--- config.mk ---
export PLATFORM = sky130hd
export DESIGN_NAME = jsilicon_alu_seq
export DESIGN_NICKNAME = d
export VERILOG_FILES = /design/src/rtl/jsilicon_alu_pkg.sv /design/src/rtl/jsilicon_mul_iter.sv /design/src/rtl/jsilicon_alu_seq.sv
export SDC_FILE = /design/constraint.sdc
export NUM_CORES = 1
export LEC_CHECK = 0
export CORE_MARGIN = 3
export CORE_UTILIZATION = 35
export CTS_BUF_LIST = sky130_fd_sc_hd__clkbuf_2 sky130_fd_sc_hd__clkbuf_4 sky130_fd_sc_hd__clkbuf_8
export CTS_CLUSTER_DIAMETER = 30
export DETAILED_ROUTE_END_ITERATION = 8
export DONT_BUFFER_PORTS = 1
export PLACE_DENSITY = 0.47
export SETUP_SLACK_MARGIN = 0.1
export SYNTH_ARGS = -nofsm -noshare
export SYNTH_HDL_FRONTEND = slang
export SYNTH_SLANG_ARGS = --single-unit
--- constraint.sdc ---
create_clock -name clk -period 7.3 [get_ports clk]
set_input_delay 1.46 -clock clk [delete_from_list [all_inputs] [get_ports clk]]
set_output_delay 1.46 -clock clk [all_outputs]
set_load 0.005 [all_outputs]
--- src/rtl/jsilicon_alu_pkg.sv ---
// rtl/jsilicon_alu_pkg.sv - shared op codes and FSM states for the JSilicon sequential ALU
package jsilicon_alu_pkg;

   localparam int OP_W = 2;

   typedef enum logic [OP_W-1:0] {
      ALU_ADD  = 2'b00,
      ALU_SUB  = 2'b01,
      ALU_MUL  = 2'b10,
      ALU_RSVD = 2'b11
   } alu_op_e;

   typedef enum logic [1:0] {
      IDLE     = 2'b00,
      MUL_BUSY = 2'b01,
      DONE     = 2'b10
   } alu_state_e;

endpackage

--- src/rtl/jsilicon_mul_iter.sv ---
// rtl/jsilicon_mul_iter.sv - iterative shift-add unsigned multiplier, one multiplier bit per cycle
module jsilicon_mul_iter #(
   parameter int WIDTH = 8
) (
   input  logic                 clk,
   input  logic                 rst_n,
   input  logic                 start,
   input  logic [WIDTH-1:0]     a,
   input  logic [WIDTH-1:0]     b,
   output logic                 done,
   output logic [2*WIDTH-1:0]   product
);

   localparam int CW = $clog2(WIDTH);
   localparam logic [CW-1:0] LAST = CW'(WIDTH - 1);

   logic                busy_q;
   logic [CW-1:0]       cnt_q;
   logic [2*WIDTH-1:0]  acc_q, acc_d;
   logic [2*WIDTH-1:0]  mcand_q;
   logic [WIDTH-1:0]    mplier_q;

   assign acc_d   = acc_q + (mplier_q[0] ? mcand_q : '0);
   // done and product describe the iteration being retired on the coming edge
   assign done    = busy_q && (cnt_q == LAST);
   assign product = acc_d;

   always_ff @(posedge clk or negedge rst_n) begin
      if (!rst_n) begin
         busy_q   <= 1'b0;
         cnt_q    <= '0;
         acc_q    <= '0;
         mcand_q  <= '0;
         mplier_q <= '0;
      end else if (start) begin
         busy_q   <= 1'b1;
         cnt_q    <= '0;
         acc_q    <= '0;
         mcand_q  <= {{WIDTH{1'b0}}, a};
         mplier_q <= b;
      end else if (busy_q) begin
         acc_q    <= acc_d;
         mcand_q  <= mcand_q << 1;
         mplier_q <= mplier_q >> 1;
         cnt_q    <= cnt_q + CW'(1);
         if (cnt_q == LAST) busy_q <= 1'b0;
      end
   end

endmodule

--- src/rtl/jsilicon_alu_seq.sv ---
// rtl/jsilicon_alu_seq.sv - handshaked ADD/SUB/MUL unit; JSILICON_ALU_SAT_EN enables ADD/SUB saturation
module jsilicon_alu_seq
   import jsilicon_alu_pkg::*;
#(
   parameter int WIDTH = 8
) (
   input  logic                 clk,
   input  logic                 rst_n,
   input  logic                 in_valid,
   output logic                 in_ready,
   input  logic [OP_W-1:0]      op,
   input  logic [WIDTH-1:0]     a,
   input  logic [WIDTH-1:0]     b,
   output logic                 out_valid,
   input  logic                 out_ready,
   output logic [2*WIDTH-1:0]   result,
   output logic                 carry,
   output logic                 overflow,
   output logic                 zero
);

   alu_state_e          state_q, state_d;
   logic [2*WIDTH-1:0]  result_q, result_d;
   logic                carry_q, carry_d;
   logic                overflow_q, overflow_d;
   logic                zero_q, zero_d;
   logic                load;

   logic [WIDTH:0]      sum, diff;
   logic [WIDTH-1:0]    add_lo, sub_lo;
   logic                add_ovf, sub_ovf;
   logic                mul_start, mul_done;
   logic [2*WIDTH-1:0]  mul_product;

   assign sum     = {1'b0, a} + {1'b0, b};
   assign diff    = {1'b0, a} - {1'b0, b};
   assign add_ovf = (a[WIDTH-1] == b[WIDTH-1]) && (sum[WIDTH-1]  != a[WIDTH-1]);
   assign sub_ovf = (a[WIDTH-1] != b[WIDTH-1]) && (diff[WIDTH-1] != a[WIDTH-1]);

   always_comb begin
      add_lo = sum[WIDTH-1:0];
      sub_lo = diff[WIDTH-1:0];
`ifdef JSILICON_ALU_SAT_EN
      if (sum[WIDTH])  add_lo = '1;
      if (diff[WIDTH]) sub_lo = '0;
`endif
   end

   assign in_ready  = (state_q == IDLE);
   assign out_valid = (state_q == DONE);
   assign mul_start = in_valid && in_ready && (alu_op_e'(op) == ALU_MUL);

   jsilicon_mul_iter #(.WIDTH(WIDTH)) u_mul (
      .clk     (clk),
      .rst_n   (rst_n),
      .start   (mul_start),
      .a       (a),
      .b       (b),
      .done    (mul_done),
      .product (mul_product)
   );

   always_comb begin
      state_d    = state_q;
      result_d   = result_q;
      carry_d    = carry_q;
      overflow_d = overflow_q;
      zero_d     = zero_q;
      load       = 1'b0;
      case (state_q)
         IDLE: begin
            if (in_valid) begin
               case (alu_op_e'(op))
                  ALU_ADD: begin
                     state_d    = DONE;
                     load       = 1'b1;
                     result_d   = {{WIDTH{1'b0}}, add_lo};
                     carry_d    = sum[WIDTH];
                     overflow_d = add_ovf;
                  end
                  ALU_SUB: begin
                     state_d    = DONE;
                     load       = 1'b1;
                     result_d   = {{WIDTH{1'b0}}, sub_lo};
                     carry_d    = diff[WIDTH];
                     overflow_d = sub_ovf;
                  end
                  ALU_MUL: state_d = MUL_BUSY;
                  ALU_RSVD: begin
                     state_d    = DONE;
                     load       = 1'b1;
                     result_d   = '0;
                     carry_d    = 1'b0;
                     overflow_d = 1'b1;
                  end
               endcase
            end
         end
         MUL_BUSY: begin
            if (mul_done) begin
               state_d    = DONE;
               load       = 1'b1;
               result_d   = mul_product;
               carry_d    = 1'b0;
               overflow_d = |mul_product[2*WIDTH-1:WIDTH];
            end
         end
         DONE: if (out_ready) state_d = IDLE;
         default: state_d = IDLE;
      endcase
      if (load) zero_d = ~|result_d;
   end

   always_ff @(posedge clk or negedge rst_n) begin
      if (!rst_n) begin
         state_q    <= IDLE;
         result_q   <= '0;
         carry_q    <= 1'b0;
         overflow_q <= 1'b0;
         zero_q     <= 1'b0;
      end else begin
         state_q    <= state_d;
         result_q   <= result_d;
         carry_q    <= carry_d;
         overflow_q <= overflow_d;
         zero_q     <= zero_d;
      end
   end

   assign result   = result_q;
   assign carry    = carry_q;
   assign overflow = overflow_q;
   assign zero     = zero_q;

endmodule

==> results of run 1 <==
cell usage in the layout (no fill, tap or decap), drive strengths merged, types with 4 or more instances in the layout:
| master | count |
|---|---|
| o21ai | 32 |
| a31oi | 9 |
| nor2b | 4 |
| o21bai | 7 |
| a21oi | 17 |
| nand2b | 5 |
| nand2 | 34 |
| a22o | 5 |
| xnor2 | 16 |
| o21a | 4 |
| a211oi | 10 |
| ha | 33 |
| clkbuf | 9 |
| nor2 | 39 |
| and2 | 15 |
| xor2 | 6 |
| o31ai | 5 |
| dfrtp | 65 |
| mux2i | 41 |
| and3 | 6 |
| nor3 | 13 |
| nand3 | 11 |
| a21o | 12 |
| inv | 27 |
Yosys cell counts (all sizes together) (2+ instances only):
| master | n |
|---|---|
| ha | 33 |
| o21bai | 7 |
| o21ai | 32 |
| nor2 | 39 |
| mux2i | 41 |
| nor3 | 13 |
| o211ai | 2 |
| a211o | 3 |
| a21oi | 17 |
| dfrtp | 65 |
| or4 | 2 |
| a22o | 5 |
| nand3b | 2 |
| inv | 23 |
| fa | 3 |
| a31oi | 9 |
| a211oi | 10 |
| and2 | 15 |
| nand3 | 11 |
| buf | 8 |
| and4 | 2 |
| o21a | 4 |
| nand2 | 34 |
| o31ai | 5 |
| or3b | 2 |
| nor2b | 4 |
| o22ai | 2 |
| nor3b | 3 |
| a21o | 12 |
| a22oi | 3 |
| and3 | 6 |
| nor4 | 3 |
| clkbuf | 13 |
| xnor2 | 16 |
| xor2 | 6 |
| nand2b | 5 |
final cells by class:
cell class                 instances  area (sq um)
fill                            1256          7412
tap                              168         210.2
clock inverter                     7         60.06
clock buffer                       9         123.9
sequential                        65          1628
inverter                          23         86.33
multi-input combinational        365          2619
timing repair buffer               3         22.52
state kept, by name, indices dropped and copies added, names as in the netlist:
signal	cells
result	16
u_mul.mcand_q	16
carry	1
u_mul.cnt_q	3
state_q	2
u_mul.acc_q	16
u_mul.mplier_q	8
zero	1
u_mul.busy_q	1
overflow	1
power breakdown:
part,internal [mW],leakage [nW],switching (mW),total (mW)
Combinational,0.317,1.34,0.426,0.743
Clock,0.129,0.0848,0.172,0.301
Sequential,0.498,0.843,0.122,0.620
Total,0.944,2.27,0.720,1.66
per-stage QoR:
stage	worst slack [ns]	power [mW]	instances
2_1_floorplan	3.388	1.193	474
3_3_place_gp	3.178	1.364	624
3_5_place_dp	3.156	1.374	624
4_1_cts	3.533	1.684	640
5_1_grt	3.250	1.820	640
6_report	3.509	1.664	640
critical path: stages:
cell and delay (ns):
inv_1 0.04, ha_1 0.17, inv_1 0.07, fa_1 0.39, nand2_1 0.07, o21ai_0 0.09, xnor2_1 0.20, o221ai_1 0.15
or4_1 0.51, or4b_1 0.50, nor4_2 0.25, a32o_2 0.19
kinds of logic (layout without fill, tap and decap cells):
family          after synthesis  in the layout  share of synthesized area [%]
compound gates              121            121                          18.21
xor+xnor                     22             22                          4.369
simple gates                145            145                          16.65
mux                          41             41                          9.305
fa+ha+maj                    36             36                          10.72
buf+inv                      44             42                          3.858
flops                        65             65                          36.88
layer usage:
layer | share of wire, % | track usage, %
met5 | 0 | 0
met4 | 0.93 | 4.029
met3 | 5.1 | 4.833
met1 | 51 | 25.85
met2 | 42 | 23.44
worst min path at each step:
stage / end / slack, ns / cells after the start
detailed placement: result[0] / 0.50 / 1
floorplan: result[8] / 0.47 / 2
global route: result[0] / 0.54 / 1
CTS: result[0] / 0.52 / 1
finish: result[8] / 0.51 / 2
global placement: result[8] / 0.49 / 2
==> flow_summary.toml, run 1 <==
[grt]
first_global_vias = 3385
grt_util_all_layers_pct = 16.98
grt_max_degree = 66
antenna_found_initial = 0
grt_pass1_wl_mm = 18.82
overflow = 0

[sta]
period_share_pct = 51.94
finalMaxSlewViolations = 0
rsz0062_at_grt = "false"
setup_viol = 0
holdWs_ns = 0.5114
tns_ns = 0
tightest_slew_ns = 0.7220
slew_headroom_pct = 51.87
fin_skew_ns = 0.01522
hold_viol = 0
fin_crit_ns = 3.791
max_freq_ghz = 0.2638

[synthesis]
ys_warn_count = 0
ys.flop_type = "dfrtp_1"
synth-edff-count = 0
synth_seq_cells = 65
yosysTopAreaCellShare_pct = 36.88
synthCells = 474
synth_cell_types = 57
synth_top_area_cell = "dfrtp_1"
synth_area_leaders = "dfrtp_1 37%, ha_1 9.4%, mux2i_1 9.3%, nor2_1 3.3%, xnor2_1 3.2%"
netlist_area_sq_mm = 0.004410
synthArstFlopShare_pct = 100.0
synth_nets = 532
yosysSeqAreaShare_pct = 36.88
avgSynthCellArea_sq_um = 9.305

[setup_path]
path_max_fanout = 3
start_kind = "input port"
crit_required_ns = 7.61
crit-reg2reg-launch = "u_mul.mplier_q[0]"
end_kind = "register"
r2r_cells = 11
crit_end = "zero"
cp_data_arrival_time_ns = 4.10
crit_start = "a[0]"
critPathKind = "input port to register"
regToRegSetupSlack_ns = 3.53
r2r-end = "overflow"

[cts]
clk_latency_ns = 0.37
numCtsBuffers = 9
cts_hold_buffers = 0
clock-sinks = 65
clk_pin_slew_worst_paths_ns = 0.09
cts_resized = 0
clockBufferDepth = 2
postCtsSetupBuffers = 0
cts_root_buf = "clkbuf_8"
cts_tree = "done"
htreeDepth = 3

[power]
peakVddDrop_mv = 0.1631
power.density_mw_per_mm2 = 350.3
power.leakage_nw = 2.271

[routing]
drt-pass1-iter-count = 4
drt_first_iter_violations = 289
final_antenna_net_count = 0
vias_per_cell = 5.434
route.vias.total = 3478
wl_per_cell_um = 17.71
drc = 0
routed_wirelength_mm = 11.33

[floorplanning]
start_util_pct = 36.27
die_x_um = 118.3
coreArea_sq_mm = 0.01216
die-area_sq_mm = 0.01398
floorplan.rows = 40
ios = 43
die_height_um = 118.3

[place]
hpwlAfterDp_mm = 8.369
port_buffers = 0
placed_cell_area_sq_mm = 0.004566
gp_congestion = 0.8918

[final_layout]
final_nets = 525
postLayoutCellArea_sq_mm = 0.004750
drive_above_1_share_pct = 6.356
num_antenna_cells = 0
fin_util_pct = 39.05
area_growth_pct = 7.688

[hold_path]
hold_path.startpoint = "result[8]"
hold_path_class = "register to register"

[run_status]
status = "complete, no violations"

[flow_run]
drv_cap = 0
Power figures use the tool's default switching activity.
==> run 2, diff against run 1 <==
==> constraint.sdc (replaced) <==
create_clock -name clk -period 3.6 [get_ports clk]
set_input_delay 0.72 -clock clk [delete_from_list [all_inputs] [get_ports clk]]
set_output_delay 0.72 -clock clk [all_outputs]
set_load 0.005 [all_outputs]
==> run 2 against run 1 <==
  * Cell area up 0.82%
  * Sequential power up 100%
  * Cell count up 0.63%
  * Total power up 100%
  * Sequential cell count unchanged
==> flow_summary.toml, run 2 (synthesis gave the netlist of run 1 again) <==
[final_layout]
final_cell_mix = "64 x dfrtp_1, 41 x mux2i_1, 39 x nor2_1"
fill_cells = 1259
area_growth_pct = 8.567
num_antenna_cells = 0
final_nets = 529
multiInputGateArea_sq_mm = 0.002630
drive_above_1_share_pct = 7.563
postLayoutCellArea_sq_mm = 0.004788
register_area_sq_mm = 0.001628
layout_commonest_cell = "dfrtp_1"

[routing]
drt_first_iter_violations = 185
vias_per_cell = 5.264
final_antenna_net_count = 0
drt-pass1-iter-count = 4
route.vias.total = 3390
routed_wirelength_mm = 11.22
wl_per_cell_um = 17.42
drc = 0

[cts]
postCtsSetupBuffers = 0
numCtsBuffers = 9
clk_latency_ns = 0.34
cts_tree = "done"
clk_pin_slew_worst_paths_ns = 0.08
htreeDepth = 3
clock-sinks = 65
clockBufferDepth = 2
cts_root_buf = "clkbuf_8"

[power]
peakVddDrop_mv = 0.2094
switching_share_pct = 41.93
p_int_mw = 1.964
p_comb_share_pct = 46.2
power.density_mw_per_mm2 = 706.4
clockPowerShare_pct = 17.2
p_switching_mw = 1.418
power.leakage_nw = 2.296
p_seq_share_pct = 36.6

[setup_path]
slowest_stage = "or4_1"
end_kind = "register"
path_buf_inv = 0
cp_cell_sequence = "and2_1 > ha_1 > fa_1 > a211oi_2 > o211ai_1 > a31oi_2 > o31ai_1 > xnor2_1 > or4_1 > nor4_1 > a31oi_1"
crit_required_ns = 3.82
critPathKind = "register to register"
crit_family = "compound AO/OA/AOI/OAI gates"
slowest_delay_ns = 0.51
r2r-end = "overflow"
start_kind = "register"
crit-reg2reg-launch = "u_mul.mcand_q[0]"
r2r_cells = 11
regToRegSetupSlack_ns = 0.32
cp_data_arrival_time_ns = 3.50
path_max_fanout = 4

[sta]
hold_viol = 0
fin_crit_ns = 3.283
fin_skew_ns = 0.008418
finalMaxSlewViolations = 0
tns_ns = 0
setup_viol = 0
rsz0062_at_grt = "false"
period_share_pct = 91.19
tightest_slew_ns = 0.7534
max_freq_ghz = 0.3046
slew_headroom_pct = 49.77

[floorplanning]
start_util_pct = 36.27
floorplan.rows = 40
coreArea_sq_mm = 0.01216
die_x_um = 118.3
die-area_sq_mm = 0.01398
die_height_um = 118.3
ios = 43

[grt]
overflow = 0
first_global_vias = 3309
antenna_found_initial = 0
grt_max_degree = 66
grt_util_all_layers_pct = 16.01
grt_pass1_wl_mm = 18.02

[place]
placed_cell_area_sq_mm = 0.004596
gp_congestion = 0.8541
hpwlAfterDp_mm = 8.344
port_buffers = 0

[hold_path]
hold_path_class = "input port to asynchronous set/reset pin"

[run_status]
status = "complete, no violations"

[flow_run]
drv_cap = 0
## run 2: worst register-to-register path, stage by stage (launching register included)
cell	delay [ns]
dfrtp_1	0.40
and2_1	0.16
ha_1	0.21
fa_1	0.44
a211oi_2	0.29
o211ai_1	0.19
a31oi_2	0.26
o31ai_1	0.13
xnor2_1	0.17
or4_1	0.51
nor4_1	0.26
a31oi_1	0.13
## run 2: layout make-up
type                            instances  share of cell area [%]
Clock buffer                           12                   3.188
Clock inverter                          4                  0.6010
Sequential cell                        65                   34.00
Inverter                               23                   1.803
Timing Repair Buffer                    7                   1.097
Tap cell                              168                   4.390
Multi-Input combinational cell        365                   54.93
## run 2: routing by layer
layer  track usage, %  vias up  part of all wire [%]
met5                0        -                     0
met2            23.62       54                    43
met4            3.956        0                  0.85
li1                 -     1698                     -
met3            3.780        6                   3.9
met1            23.52     1632                    52
## run 2: power groups by stage
| stage | Clock, mW | Combinational (mW) | Sequential, mW |
|---|---|---|---|
| floorplan | 0 | 1.26 | 1.16 |
| global placement | 0 | 1.55 | 1.25 |
| detailed placement | 0 | 1.56 | 1.26 |
| CTS | 0.604 | 1.57 | 1.24 |
| global route | 0.632 | 1.75 | 1.28 |
| finish | 0.580 | 1.56 | 1.24 |
## run 2: worst max-delay path by stage
stage / cells after the start / from / slack (ns) / to
3_3_place_gp: 12 / a[0] / 0.19 / zero
6_report: 11 / u_mul.mcand_q[0] / 0.32 / overflow
2_1_floorplan: 12 / a[0] / 0.43 / zero
4_1_cts: 11 / u_mul.mplier_q[0] / 0.15 / overflow
3_5_place_dp: 12 / a[0] / 0.13 / zero
5_1_grt: 11 / u_mul.mplier_q[0] / 0.11 / overflow
## run 2: repair_timing
action                                  in CTS  in global routing
hold buffers                                 0                  0
resized for setup                            0                  2
endpoints found under the setup margin       0                  1
## run 2: per-stage QoR
| step | setup slack (ns) | hold WS, ns | utilization (%) | instances | total power, mW |
|---|---|---|---|---|---|
| after floorplan | 0.4277 | 0.4244 | - | 474 | 2.420 |
| after global placement | 0.1915 | 0.4260 | 37.79 | 628 | 2.804 |
| after detailed placement | 0.1316 | 0.4261 | 37.79 | 628 | 2.820 |
| after CTS | 0.1474 | 0.04792 | 39.28 | 644 | 3.418 |
| after global routing | 0.1129 | 0.04089 | 39.37 | 644 | 3.662 |
| final | 0.3173 | 0.06502 | 39.37 | 644 | 3.383 |
